File: src/rtl/lsu_pkg.sv
// Shared definitions for the load/store unit: width codes, FSM states and
// request legality helpers.
package lsu_pkg;

    localparam logic [2:0] F3_B  = 3'b000;
    localparam logic [2:0] F3_H  = 3'b001;
    localparam logic [2:0] F3_W  = 3'b010;
    localparam logic [2:0] F3_BU = 3'b100;
    localparam logic [2:0] F3_HU = 3'b101;

    typedef enum logic [2:0] {
        ST_IDLE   = 3'd0,
        ST_LD_RD  = 3'd1,
        ST_RMW_RD = 3'd2,
        ST_WR     = 3'd3,
        ST_RESP   = 3'd4
    } lsu_state_t;

    function automatic logic is_misaligned(input logic [2:0] funct3, input logic [1:0] lo);
        logic mis;
        mis = 1'b0;
        case (funct3)
            F3_H, F3_HU: mis = lo[0];
            F3_W:        mis = (lo != 2'b00);
            default:     mis = 1'b0;
        endcase
        return mis;
    endfunction

    function automatic logic is_illegal(input logic we, input logic [2:0] funct3);
        logic bad;
        if (we) begin
            bad = !(funct3 == F3_B || funct3 == F3_H || funct3 == F3_W);
        end else begin
            bad = (funct3 == 3'b011 || funct3 == 3'b110 || funct3 == 3'b111);
        end
        return bad;
    endfunction

endpackage

File: src/rtl/lsu_align.sv
// Combinational lane handling: load extraction/extension and sub-word store
// merge into a full memory word.
module lsu_align
    import lsu_pkg::*;
(
    input  logic [2:0]  funct3,
    input  logic [1:0]  byte_off,
    input  logic [31:0] rdata,
    input  logic [31:0] wdata,
    output logic [31:0] load_data,
    output logic [31:0] store_word
);

    logic [7:0]  lane_b;
    logic [15:0] lane_h;

    always_comb begin
        lane_b = rdata[7:0];
        case (byte_off)
            2'd0: lane_b = rdata[7:0];
            2'd1: lane_b = rdata[15:8];
            2'd2: lane_b = rdata[23:16];
            2'd3: lane_b = rdata[31:24];
            default: lane_b = rdata[7:0];
        endcase
        lane_h = byte_off[1] ? rdata[31:16] : rdata[15:0];
    end

    // Unknown width codes only reach here when alignment checking is off;
    // they fall back to a full-word access.
    always_comb begin
        load_data = rdata;
        case (funct3)
            F3_B:    load_data = {{24{lane_b[7]}}, lane_b};
            F3_BU:   load_data = {24'h0, lane_b};
            F3_H:    load_data = {{16{lane_h[15]}}, lane_h};
            F3_HU:   load_data = {16'h0, lane_h};
            default: load_data = rdata;
        endcase
    end

    always_comb begin
        store_word = wdata;
        case (funct3[1:0])
            2'b00: begin
                store_word = rdata;
                case (byte_off)
                    2'd0: store_word[7:0]   = wdata[7:0];
                    2'd1: store_word[15:8]  = wdata[7:0];
                    2'd2: store_word[23:16] = wdata[7:0];
                    2'd3: store_word[31:24] = wdata[7:0];
                    default: store_word[7:0] = wdata[7:0];
                endcase
            end
            2'b01: begin
                store_word = rdata;
                if (byte_off[1]) begin
                    store_word[31:16] = wdata[15:0];
                end else begin
                    store_word[15:0] = wdata[15:0];
                end
            end
            default: store_word = wdata;
        endcase
    end

endmodule

File: src/rtl/load_store_unit.sv
// Single-outstanding load/store initiator for a word-wide data memory;
// sub-word stores are done as read-modify-write.
module load_store_unit
    import lsu_pkg::*;
#(
    parameter int unsigned ADDR_W      = 32,
    parameter bit          CHECK_ALIGN = 1'b1
) (
    input  logic              clk,
    input  logic              rst_n,
    input  logic              req_valid,
    output logic              req_ready,
    input  logic              req_we,
    input  logic [2:0]        req_funct3,
    input  logic [ADDR_W-1:0] req_addr,
    input  logic [31:0]       req_wdata,
    output logic              resp_valid,
    input  logic              resp_ready,
    output logic [31:0]       resp_rdata,
    output logic              resp_err,
    output logic              mem_read,
    output logic              mem_write,
    output logic [ADDR_W-1:0] mem_addr,
    output logic [31:0]       mem_wdata,
    input  logic [31:0]       mem_rdata
);

    lsu_state_t        state_q, state_d;
    logic [ADDR_W-1:0] addr_q, addr_d;
    logic [31:0]       wdata_q, wdata_d;
    logic [2:0]        funct3_q, funct3_d;
    logic              we_q, we_d;
    logic [31:0]       rdata_q, rdata_d;
    logic              err_q, err_d;

    logic [31:0] load_data;
    logic [31:0] merged_word;
    logic        req_bad;

    lsu_align u_align (
        .funct3     (funct3_q),
        .byte_off   (addr_q[1:0]),
        .rdata      (mem_rdata),
        .wdata      (wdata_q),
        .load_data  (load_data),
        .store_word (merged_word)
    );

    assign req_bad = CHECK_ALIGN &&
                     (is_illegal(req_we, req_funct3) || is_misaligned(req_funct3, req_addr[1:0]));

    always_comb begin
        state_d  = state_q;
        addr_d   = addr_q;
        wdata_d  = wdata_q;
        funct3_d = funct3_q;
        we_d     = we_q;
        rdata_d  = rdata_q;
        err_d    = err_q;
        case (state_q)
            ST_IDLE: begin
                if (req_valid) begin
                    addr_d   = req_addr;
                    wdata_d  = req_wdata;
                    funct3_d = req_funct3;
                    we_d     = req_we;
                    rdata_d  = '0;
                    err_d    = 1'b0;
                    if (req_bad) begin
                        err_d   = 1'b1;
                        state_d = ST_RESP;
                    end else if (!req_we) begin
                        state_d = ST_LD_RD;
                    end else if (req_funct3[1]) begin
                        state_d = ST_WR;
                    end else begin
                        state_d = ST_RMW_RD;
                    end
                end
            end
            ST_LD_RD: begin
                rdata_d = load_data;
                state_d = ST_RESP;
            end
            ST_RMW_RD: begin
                // The merged word replaces the store data so WR always drives wdata_q.
                wdata_d = merged_word;
                state_d = ST_WR;
            end
            ST_WR: begin
                state_d = ST_RESP;
            end
            ST_RESP: begin
                if (resp_ready) begin
                    state_d = ST_IDLE;
                end
            end
            default: state_d = ST_IDLE;
        endcase
    end

    always_ff @(posedge clk or negedge rst_n) begin
        if (!rst_n) begin
            state_q  <= ST_IDLE;
            addr_q   <= '0;
            wdata_q  <= '0;
            funct3_q <= '0;
            we_q     <= 1'b0;
            rdata_q  <= '0;
            err_q    <= 1'b0;
        end else begin
            state_q  <= state_d;
            addr_q   <= addr_d;
            wdata_q  <= wdata_d;
            funct3_q <= funct3_d;
            we_q     <= we_d;
            rdata_q  <= rdata_d;
            err_q    <= err_d;
        end
    end

    assign req_ready  = (state_q == ST_IDLE);
    assign resp_valid = (state_q == ST_RESP);
    assign resp_rdata = resp_valid ? rdata_q : '0;
    assign resp_err   = resp_valid & err_q;

    // Strobes come from the state register alone so they are glitch-free.
    assign mem_read  = (state_q == ST_LD_RD) || (state_q == ST_RMW_RD);
    assign mem_write = (state_q == ST_WR) && we_q;
    assign mem_addr  = (mem_read || mem_write) ? {addr_q[ADDR_W-1:2], 2'b00} : '0;
    assign mem_wdata = mem_write ? wdata_q : '0;

endmodule

File: config.mk
export PLATFORM = sky130hd
export DESIGN_NAME = load_store_unit
export DESIGN_NICKNAME = d
export VERILOG_FILES = /design/src/rtl/lsu_pkg.sv /design/src/rtl/lsu_align.sv /design/src/rtl/load_store_unit.sv
export SDC_FILE = /design/constraint.sdc
export NUM_CORES = 1
export LEC_CHECK = 0
export ABC_CLOCK_PERIOD_IN_PS = 1650
export CAP_MARGIN = 20
export CORE_MARGIN = 1.5
export CORE_UTILIZATION = 35
export DETAILED_ROUTE_END_ITERATION = 10
export PLACE_DENSITY = 0.66
export SETUP_SLACK_MARGIN = 0.4
export SLEW_MARGIN = 25
export SYNTH_ARGS = -nofsm -noshare
export SYNTH_HDL_FRONTEND = slang
export SYNTH_HIERARCHICAL = 1
export SYNTH_SLANG_ARGS = --single-unit
export TNS_END_PERCENT = 10
File: constraint.sdc
create_clock -name clk -period 1.65 [get_ports clk]
set_input_delay 0.4125 -clock clk [delete_from_list [all_inputs] [get_ports clk]]
set_output_delay 0.4125 -clock clk [all_outputs]
set_load 0.01 [all_outputs]
## Yosys cells after proc, flatten, opt, wreduce, memory -nomap -nowiden

Index checks and enable logic that the tools add are counted.

- Bits in latches: 0
- Output and inout port bits: 101
- Bits in read-only memories: 0
- RAM bits: 0
- Memories: 0
- Bits of input ports: 104
- Word-level logic and storage cells: 83
- Bits in registers: 104

- Bitwise gates (word level): 1
- Reduce and logical (&&, ||, !) cells: 25
- Eq/ne operators: 22
- Multipliers: 0
- $add $sub $neg: 0
- Div/mod/pow operators: 0
- Shifts and indexed selects: 0
- Order comparisons: 0
- Muxes and demuxes: 26

Operator list:

| cell | count |
|---|---|
| 32-bit case mux with 2 select lines | 3 |
| 32-bit 2-to-1 mux | 5 |
| 32-bit case mux with 4 select lines | 1 |
| 16-bit 2-to-1 mux | 3 |
| 8-bit 2-to-1 mux | 4 |
| 8-bit case mux with 4 select lines | 1 |
| 3-bit == test (second input constant) | 6 |
| 3-bit by 2-bit == test with 1-bit output (second input constant) | 4 |
| 3-bit case mux with 4 select lines | 1 |
| 3-bit by 1-bit == test with 1-bit output (second input constant) | 3 |
| 3-bit logical NOT | 3 |
| 3-bit 2-to-1 mux | 3 |
| 1-bit logical OR | 7 |
| 3-bit inequality test (second input constant) | 2 |
| 2-bit AND reduction | 3 |
| 2-bit nonzero test | 3 |
| 5-bit AND reduction | 1 |
| 2-bit by 1-bit == test with 1-bit output (second input constant) | 2 |
| 2-bit == test (second input constant) | 2 |
| 2-bit logical NOT | 2 |
| 4-bit AND reduction | 1 |
| 2-bit OR reduction | 2 |
| 1-bit 2-to-1 mux | 3 |
| 3-bit by 1-bit inequality test with 1-bit output (second input constant) | 1 |
| 8 further kinds | 8 |

## Longest topological paths before layout

Gate-level depths: netlist (run 1).

- Depth after elaboration: 9
- Mapped depth: 9
- Mapped depth without buffers: 6

## Modules after synthesis

The synthesis (run 1) kept the hierarchy.

Modules (own cells, without submodules):

| module | sequential area each (µm²) | times used | area each (µm²) | cells each |
|---|---|---|---|---|
| load_store_unit | 2,602.5 | 1 | 4,799.6 | 396 |
| lsu_align | 0.0 | 1 | 1,524.0 | 230 |

## Worst setup path before layout (run 1)

No wires, ideal clock.

- Path kind: reg2out
- From: register state_q[1]
- To: output mem_addr[10]
- Stages on the path, launching flop included: 6
- Data arrival time: 1.356 ns
- Buffers on the path: 2
- Path slack: -0.119 ns
- Data required time: 1.237 ns
- Cells stage by stage: dfrtp_1 -> buf_2 -> and3b_1 -> nor3_1 -> clkbuf_1 -> and2_1

- Word-level cells in the longest chain between the ends: 4
- Elaborated cells on any way between the ends: 7
- Those cells by class: eq/ne: 3; mux: 1; reduce/logical: 3

Ends and longest elaborated chain:

| element | line | source |
|---|---|---|
| start, declared | load_store_unit.sv:28 | `lsu_state_t state_q, state_d;` |
| start signal, assigned | load_store_unit.sv:112 | `state_q <= state_d;` |
| 3-bit by 1-bit == test with 1-bit output (tied with other cells) | load_store_unit.sv:128 | `assign mem_read = (state_q == ST_LD_RD) \|\| (state_q == ST_RMW_RD);` |
| 1-bit logical OR / 1-bit logical AND (equally long branches) | load_store_unit.sv:128, load_store_unit.sv:129 |  |
| 1-bit logical OR * | load_store_unit.sv:130 | `assign mem_addr = (mem_read \|\| mem_write) ? {addr_q[ADDR_W-1:2], 2'b00} : '0;` |
| 32-bit 2-to-1 mux * | load_store_unit.sv:130 |  |
| end, declared | load_store_unit.sv:23 | `output logic [ADDR_W-1:0] mem_addr,` |

Every way passes the cells marked *; elsewhere a longest branch is shown, timed or not.

## Worst setup path in the final report (run 1)

- From: register state_q[0]
- To: output mem_addr[30]

Same word-level chain as after synthesis.

==> results of run 1 <==
## worst min-delay path: cells and delay by family
family | cells | cell delay, ps
AND/OR/NAND/NOR | 1 | 160
buffers and inverters | 1 | 130
AO/OA/AOI/OAI | 1 | 80
## what timing repair did
action | in CTS | in global routing
pin swaps | 18 | 49
gates cloned | 5 | 1
hold buffers | 1 | 0
endpoints found under the setup margin | 203 | 203
resized for setup | 442 | 80
buffers inserted | 11 | 2
hold endpoints to repair | 23 | 0
## routing by layer
| metal | GRT usage [%] | vias to the layer above | part of all wire [%] |
|---|---|---|---|
| met1 | 32.3 | 3012 | 44 |
| met4 | 9.18 | 0 | 2.5 |
| li1 | - | 2771 | - |
| met5 | 0 | - | 0 |
| met3 | 3.50 | 43 | 4.8 |
| met2 | 38.6 | 207 | 49 |
## path summary, 6_finish.rpt
kind	start	end	slack, ps	cells past startpoint
worst max-delay path	state_q[0]	mem_addr[30]	-540	7
min in group asynchronous	rst_n	addr_q[20]	530	2
worst min-delay path	req_addr[0]	state_q[0]	470	3
max in group asynchronous	rst_n	wdata_q[1]	550	3
worst min register to register	rdata_q[17]	rdata_q[17]	490	1
worst max register to register	state_q[0]	wdata_q[5]	-240	7
## synth_stat cells (10+ instances only)
master,n,area share (%)
nor2_1,20,1.2
buf_4,10,1.2
buf_2,25,2.0
a22o_1,72,10
a21oi_1,13,1.0
and2_1,98,9.7
nand2_1,45,2.7
nand2_2,10,0.99
o21ai_0,15,1.2
dfrtp_1,104,41
a22oi_1,14,1.7
a21o_1,34,4.0
mux2_2,51,9.1
clkbuf_1,14,0.83
mux2i_1,16,2.5
## metrics by stage
step	cells	hold WS, ps	instance area (um^2)	utilization, %
global placement	1079	350	9160	52.4
global route	1115	497	9800	56.1
CTS	1112	497	9630	55.1
detailed placement	1079	355	9160	52.4
floorplan	627	117	6440	-
finish	1115	467	9800	56.1
## registers in the layout (all words and copies together), names as in the netlist
signal / flops
state_q: 3
funct3_q: 3
wdata_q: 32
we_q: 1
addr_q: 32
rdata_q: 32
err_q: 1
## cells by family after synthesis
group | share of synthesized area [%]
AND/OR/NAND/NOR | 19.3
flip-flops | 41.2
buffers and inverters | 5.28
other | 0.0593
AO/OA/AOI/OAI | 22.6
multiplexers | 11.6
## power by group
part           total, mW  internal, mW  switching, mW
clock network       2.25          1.23           1.02
logic               7.06          3.72           3.35
registers           4.36          3.53          0.823
## area by class of cell
type / instances / area, um^2 / area share (%)
multi-input combinational: 461 / 3650 / 37.2
timing repair buffer: 300 / 2920 / 29.8
sequential: 104 / 2610 / 26.6
tap: 225 / 282 / 2.87
clock buffer: 11 / 243 / 2.48
clock inverter: 5 / 65.1 / 0.664
inverter: 9 / 36.3 / 0.370
==> flow_metrics.env, run 1 <==
export IMPL_outcome="complete, but fails checks"
export IMPL_violations="setup timing"
export IMPL_ant_nets=0
export IMPL_syn_to_final_growth_pct=55.0
export IMPL_grt_max_degree=51
export IMPL_worstPathMaxFanout=7
export IMPL_power_mw=13.7
export IMPL_drive_gt1_share_pct=41.1
export IMPL_crit_chain="and3b_2 > nor3_4 > buf_12 > buf_12 > buf_16 > and2_1 > buf_2"
export IMPL_path_clk_slew_ps=70
export IMPL_ys_async_sr_fraction_pct=100
export IMPL_path_class="flip-flop to output port"
export IMPL_p_leak_nw=4.75
export IMPL_routedWlPerCell_um=20.2
export IMPL_hold_class="primary input to flip-flop"
export IMPL_synth_seq_cells=104
export IMPL_numPortBuffers=202
export IMPL_cts_root_buf="clkbuf_16"
export IMPL_gp_congestion=0.929
export IMPL_grt_overflow_total=0
export IMPL_layout_common_cells="dfrtp_1, clkdlybuf4s50_1, a22o_1"
export IMPL_post_synth_num_cell_types=53
export IMPL_fmax_mhz=457
export IMPL_die_y_um=137
export IMPL_drtIter0Drc=367
export IMPL_cts_max_path_buffers=2
export IMPL_fin_ws_ps=-537
export IMPL_cts_sinks=104
export IMPL_die_area_mm2=0.0189
export IMPL_path_buf_inv=4
export IMPL_syn_area_per_cell_um2=10.1
export IMPL_rows=48
export IMPL_dr_pass1_iters=5
export IMPL_synth_seq_area_share_pct=41.2
export IMPL_fin_setup_tns_ps=-60070
export IMPL_worstPathRequired_ps=1240
export IMPL_skew_ps=9.55
export IMPL_ir_drop_mv=0.761
export IMPL_layout_min_cycle_time_ps=2190
export IMPL_cap_viol_max_count=0
export IMPL_hpwlAfterDp_um=16200
export IMPL_synth_edf_count=0
export IMPL_nFillCells=1483
export IMPL_critPathMostFrequentCell="buf_12"
export IMPL_drv_slew=0
export IMPL_cpMaxStageDelayCell="dfrtp_1"
export IMPL_clk_latency_ps=360
export IMPL_post_place_ws_ps=-530
export IMPL_worstSetupStartpointType="flip-flop"
export IMPL_cp_slowest_stage_delay_ps=390
export IMPL_syn_inst=626
export IMPL_nNetsFinal=989
export IMPL_syn_cell_area_mm2=0.00632
export IMPL_layout_cells_most_common="dfrtp_1"
export IMPL_cp_top_family="simple AND/OR/NAND/NOR gates"
export IMPL_cts_buffers=9
export IMPL_initial_core_util_pct=36.2
export IMPL_grt_util_all_layers_pct=23.9
export IMPL_synth_warnings=6
export IMPL_hold_violations=0
export IMPL_setup_viol_count_final=199
export IMPL_io_pins=205
export IMPL_wl_um=22500
export IMPL_h_tree_depth=3
export IMPL_num_antenna_cells=0
export IMPL_drc=0
export IMPL_tritoncts="built"
export IMPL_finalCritPeriodShare_pct=133
export IMPL_grt_pass1_wl_um=33900
export IMPL_fp_dieW_um=137
export IMPL_p_per_area_mw_per_mm2=1390
export IMPL_worst_endpoint_arrival_ps=1770
export IMPL_grt_antenna_before_repair=0
export IMPL_ys_flop_type="dfrtp_1"
export IMPL_viasPerCell=5.41
export IMPL_grt_pass1_vias=5987
export IMPL_vias=6033
export IMPL_end_kind="output port"
export IMPL_rsz0062_at_grt="yes"
export IMPL_fp_coreArea_mm2=0.0175
Power figures use the tool's default switching activity.
==> run 2, diff against run 1 <==
SKIP_LAST_GASP = 1   (was not set)
==> run 2 against run 1 <==
Combinational power fell by 2%. Wire length fell by 1.5%. Utilization fell by 1.1 points. Design area fell by 2.0%. Die area did not move. Clock power barely moved. The flow still finishes with violations (setup timing). Via count fell by 0.61%. Cell count fell by 0.18%. First-iteration DRC count rose by 19%. Worst hold slack improved by 25 ps. Critical endpoint unchanged. Critical path type unchanged. Fmax rose by 0.38%.
==> flow_metrics.env, run 2 (synthesis gave the netlist of run 1 again) <==
export IMPL_io_pins=205
export IMPL_hpwlAfterDp_um=16200
export IMPL_cap_viol_max_count=0
export IMPL_die_y_um=137
export IMPL_p_per_area_mw_per_mm2=1400
export IMPL_r2r_end="wdata_q[5]"
export IMPL_fin_cells=1113
export IMPL_fmax_mhz=459
export IMPL_p_switching_mw=5.08
export IMPL_fin_ws_ps=-528
export IMPL_ff2ff_path_depth=7
export IMPL_clkPwrFrac_pct=16.6
export IMPL_h_tree_depth=3
export IMPL_clk_latency_ps=350
export IMPL_worstSetupStartpointType="flip-flop"
export IMPL_skew_ps=9.15
export IMPL_met2_usage_pct=38.5
export IMPL_syn_to_final_growth_pct=51.9
export IMPL_ir_drop_mv=0.760
export IMPL_grt_pass1_wl_um=33900
export IMPL_grt_util_all_layers_pct=23.9
export IMPL_viasPerCell=5.39
export IMPL_crit_start="state_q[1]"
export IMPL_outcome="complete, but fails checks"
export IMPL_fp_coreArea_mm2=0.0175
export IMPL_setup_viol_count_final=199
export IMPL_grt_overflow_total=0
export IMPL_finalCritPeriodShare_pct=132
export IMPL_fp_dieW_um=137
export IMPL_rsz0062_at_grt="yes"
export IMPL_pwr_share_comb_pct=51.3
export IMPL_hold_class="flip-flop to flip-flop"
export IMPL_layout_common_cells="dfrtp_1, clkdlybuf4s50_1, buf_4"
export IMPL_vias=5996
export IMPL_drive_gt1_share_pct=34.5
export IMPL_grt_util_met1_pct=32.5
export IMPL_seqPwrFrac_pct=32.1
export IMPL_gp_congestion=0.929
export IMPL_rows=48
export IMPL_grt_max_degree=51
export IMPL_numPortBuffers=202
export IMPL_cts_root_buf="clkbuf_16"
export IMPL_internal_power_mw=8.38
export IMPL_routedWlPerCell_um=19.9
export IMPL_drc=0
export IMPL_drv_slew=0
export IMPL_reg2reg_from="state_q[2]"
export IMPL_worstPathMaxFanout=7
export IMPL_cts_sinks=104
export IMPL_hold_violations=0
export IMPL_p_leak_nw=4.69
export IMPL_ant_nets=0
export IMPL_fin_setup_tns_ps=-66890
export IMPL_regToRegSetupSlack_ps=-260
export IMPL_nNetsFinal=987
export IMPL_path_clk_slew_ps=70
export IMPL_die_area_mm2=0.0189
export IMPL_grt_antenna_before_repair=0
export IMPL_tritoncts="built"
export IMPL_drtIter0Drc=435
export IMPL_layout_min_cycle_time_ps=2180
export IMPL_cp_endpoint="mem_addr[30]"
export IMPL_holdPathStages=1
export IMPL_power_mw=13.5
export IMPL_reg_largest_list="addr_q: 32 flops, rdata_q: 32 flops, wdata_q: 32 flops"
export IMPL_num_antenna_cells=0
export IMPL_dr_pass1_iters=5
export IMPL_netSwitchingFraction_pct=37.7
export IMPL_grt_pass1_vias=5992
export IMPL_path_class="flip-flop to output port"
export IMPL_wl_um=22200
export IMPL_worstPathRequired_ps=1240
export IMPL_cts_max_path_buffers=2
export IMPL_whs_ps=492
export IMPL_use_met3_pct=3.24
export IMPL_worst_endpoint_arrival_ps=1770
export IMPL_grt_busiest_layer="met2"
export IMPL_cts_buffers=9
export IMPL_dpl_cell_count=1079
export IMPL_end_kind="output port"
export IMPL_initial_core_util_pct=36.2
export IMPL_violations="setup timing"
-- run 2: cell count changes in the layout (fill, tap and decap cells not counted), sizes merged --
| cell | previous run | this run |
|---|---|---|
| clkdlybuf4s50 | 97 | 102 |
| dlymetal6s2s | 1 | 0 |
| dlygate4sd2 | 4 | 17 |
| buf | 195 | 161 |
| clkbuf | 12 | 15 |
| clkdlybuf4s15 | 1 | 13 |
-- run 2: worst min path at each step --
stage                           start           to  slack, ps
after global routing      rdata_q[24]  rdata_q[24]        510
after global placement          rst_n   addr_q[19]        350
after floorplan                 rst_n    addr_q[0]        120
final                     rdata_q[17]  rdata_q[17]        490
after CTS                 rdata_q[19]  rdata_q[19]        500
after detailed placement        rst_n   addr_q[19]        360
-- run 2: layout make-up --
type	count	area [um^2]
timing repair buffer	298	2840
multi-input combinational	461	3540
tap	225	282
clock inverter	5	65.1
inverter	9	36.3
sequential	104	2610
fill	1510	7870
clock buffer	11	243
-- run 2: what timing repair did --
item	CTS	global route
setup endpoints to repair	203	203
setup buffers	11	0
hold buffers	1	0
resized for setup	310	55
hold endpoints to repair	23	0
pin swaps	11	1
gates cloned	5	1
-- run 2: stage by stage --
stage / setup WS, ps / cell area, um^2 / util, %
2_1_floorplan: -39.6 / 6440 / -
5_1_grt: -605 / 9610 / 55.0
3_3_place_gp: -511 / 9160 / 52.4
4_1_cts: -528 / 9630 / 55.1
6_report: -528 / 9610 / 55.0
3_5_place_dp: -530 / 9160 / 52.4
-- run 2: layer usage --
layer | wire [um] | vias to the layer above
met5 | 0 | -
met4 | 507 | 0
met3 | 1140 | 40
met2 | 10900 | 224
met1 | 9650 | 2961
li1 | - | 2771
-- run 2: power by group through the flow --
stage	Clock (mW)	Combinational (mW)	Sequential (mW)
2_1_floorplan	0	4.32	4.09
3_3_place_gp	0	6.44	4.31
6_report	2.24	6.90	4.32
5_1_grt	2.40	7.47	4.45
4_1_cts	2.30	6.83	4.31
3_5_place_dp	0	6.58	4.36
-- run 2: worst max-delay path, cell delays in order, from the launching register on --
cell and delay, ps:
dfrtp_1 390, and3b_2 220, nor3_4 190, buf_12 160
buf_12 110, buf_16 100, and2_1 110, buf_2 120
==> RTL change, RTL diff (settings of run 2) <==
The parameter `CHECK_ALIGN` goes from 1'b1 to 1'b0.
--- a/src/rtl/load_store_unit.sv
+++ b/src/rtl/load_store_unit.sv
@@ -6,3 +6,3 @@
     parameter int unsigned ADDR_W      = 32,
-    parameter bit          CHECK_ALIGN = 1'b1
+    parameter bit          CHECK_ALIGN = 1'b0
 ) (
Check against the original RTL: not equivalent (Yosys sat finds a counterexample within 4 cycles, from zero or initial values and one cycle with rst_n low).
==> RTL change against run 2 <==
  * The run still ends with setup timing left
  * Critical path depth decreased by 2
  * Worst setup slack got worse by 260 ps
  * Cell area increased by 3.7%
  * First-iteration DRC count increased by 15%
  * Global-route usage decreased by 2.2 points
  * Routed wire length increased by 1.0%
  * Power increased by 36%
  * Sequential cell count decreased by 1
  * Synthesized area increased by 9.3%
  * Die area increased by 9.1%
  * Worst hold slack improved by 13 ps
  * Combinational power increased by 64%
  * Critical endpoint is now mem_wdata[22]
  * Largest cell class unchanged
==> RTL change: results <==
[status]
status = "finished, violations left"
failed_checks = "setup timing"

[yosys]
ys_seq_area_frac = 0.3730
yosys.area.top_type_share = 0.3730
ys_types = 53
synth_commonest_cells = "dfrtp_1, nand2_1, and2_1, a22oi_1, nor2b_1"
ys_async_sr_fraction = 1.000
synth.area.top_cells = "dfrtp_1, mux2_4, and2_1, a22oi_1, nand2_1"
yosysWarningCount = 6

[global_routing]
grt_pass1_wl_um = 34220
antenna_found_initial = 1
first_global_vias = 6114
track_usage = 0.2163
grt_max_degree = 52

[clock_tree]
cts-root-buf = "clkbuf_16"
cts_max_level = 3
clock_latency_ps = 360
clk_pin_slew_worst_paths_ps = 80

[sta]
slew_violations = 0
fin_worst_skew_ps = 10.18
finalSetupViolCount = 178
setup_slack_ps = -785.3

[power]
peakVddDrop_uv = 955.2
p_leak_nw = 4.291

[layout]
nets = 1062
final_layout_size_suffix_gt1_frac = 0.1942
fill_cells = 1842

[placed_design]
detailedPlace.worstSlack_ps = -427.4
place_area_mm2 = 0.009618
place_hpwl_um = 17070
port_buffers = 201
place.gp.congestion = 0.9426

[setup_path]
crit_end = "mem_wdata[22]"
crit_arrival_ps = 2020
rr_startpoint = "addr_q[1]"
rr_worst_depth = 6
ff2ff_setup_slack_ps = -290
r2r_end = "wdata_q[27]"
path_max_fanout = 33
crit_start = "state_q[2]"

[drt]
vias_per_cell = 5.181
totalWireLength_um = 22400
drtIter0Drc = 501
firstDrtPassIters = 7
## RTL change: worst min-delay path by stage
stage | startpoint | end | slack (ps) | cells after the start
finish | addr_q[5] | addr_q[5] | 500 | 1
global route | addr_q[8] | addr_q[8] | 520 | 1
CTS | addr_q[5] | addr_q[5] | 510 | 1
detailed placement | rst_n | rdata_q[11] | 380 | 1
global placement | rst_n | rdata_q[3] | 380 | 1
floorplan | rst_n | addr_q[0] | 120 | 0
## RTL change: cell type report
| cell class | instances | area (µm²) | area share |
|---|---|---|---|
| Timing Repair Buffer | 285 | 2818 | 0.2828 |
| Antenna cell | 1 | 2.502 | 0.0002512 |
| Clock inverter | 7 | 95.09 | 0.009544 |
| Multi-Input combinational cell | 554 | 3890 | 0.3904 |
| Clock buffer | 9 | 225.2 | 0.02260 |
| Tap cell | 265 | 331.6 | 0.03328 |
| Sequential cell | 103 | 2580 | 0.2589 |
| Inverter | 5 | 21.27 | 0.002135 |
## RTL change: critical path, cell delays in order, from the launching register on
cell and delay [ps]:
dfrtp_2 440, nand2b_1 180, nor2_2 160, buf_12 180, and2_1 160, clkdlybuf4s50_1 540
## RTL change: power breakdown
group	total, mW	internal [mW]	switching [mW]	leakage, nW
Clock	2.32	1.23	1.09	0.158
Sequential	4.75	3.77	0.982	1.27
Combinational	11.3	5.86	5.44	2.86
Total	18.4	10.9	7.51	4.29
## RTL change: routing by layer
layer  GRT usage  vias to the layer above  share of wire
li1            -                     3079              -
met1      0.2931                     2989           0.45
met4     0.08110                        0          0.028
met5           0                        -              0
met3     0.04132                       39          0.071
met2      0.3416                      260           0.45
## RTL change: per-stage QoR
step	power [mW]	setup TNS [ps]	std cells	util	hold WS, ps
final	18.37	-79040	1229	0.5136	504.0
after global routing	19.70	-97640	1228	0.5135	517.2
after CTS	18.43	-81150	1228	0.5128	507.0
after detailed placement	16.04	-47640	1211	0.4958	377.3
after global placement	15.86	-44900	1211	0.4958	375.2
after floorplan	11.87	-433.6	734	-	116.9
## RTL change: kinds of logic (layout without fill, tap and decap cells)
kind of cell              count (synthesis)  after routing  synth area share
buffers and inverters                    77            306           0.06717
xor gates and xnor gates                  1              1          0.001268
and+or+nand+nor                         276            276            0.2232
AOI/OAI and AO/OA                       207            207            0.2095
muxes                                    67             67            0.1253
DFF                                     103            103            0.3730
other                                     1              4         0.0005427
## RTL change: timing repair
item | CTS | global route
endpoints found under the setup margin | 198 | 198
hold endpoints to repair | 24 | 0
hold buffers | 1 | 0
gates resized for setup | 1 | 4
buffers inserted | 0 | 0
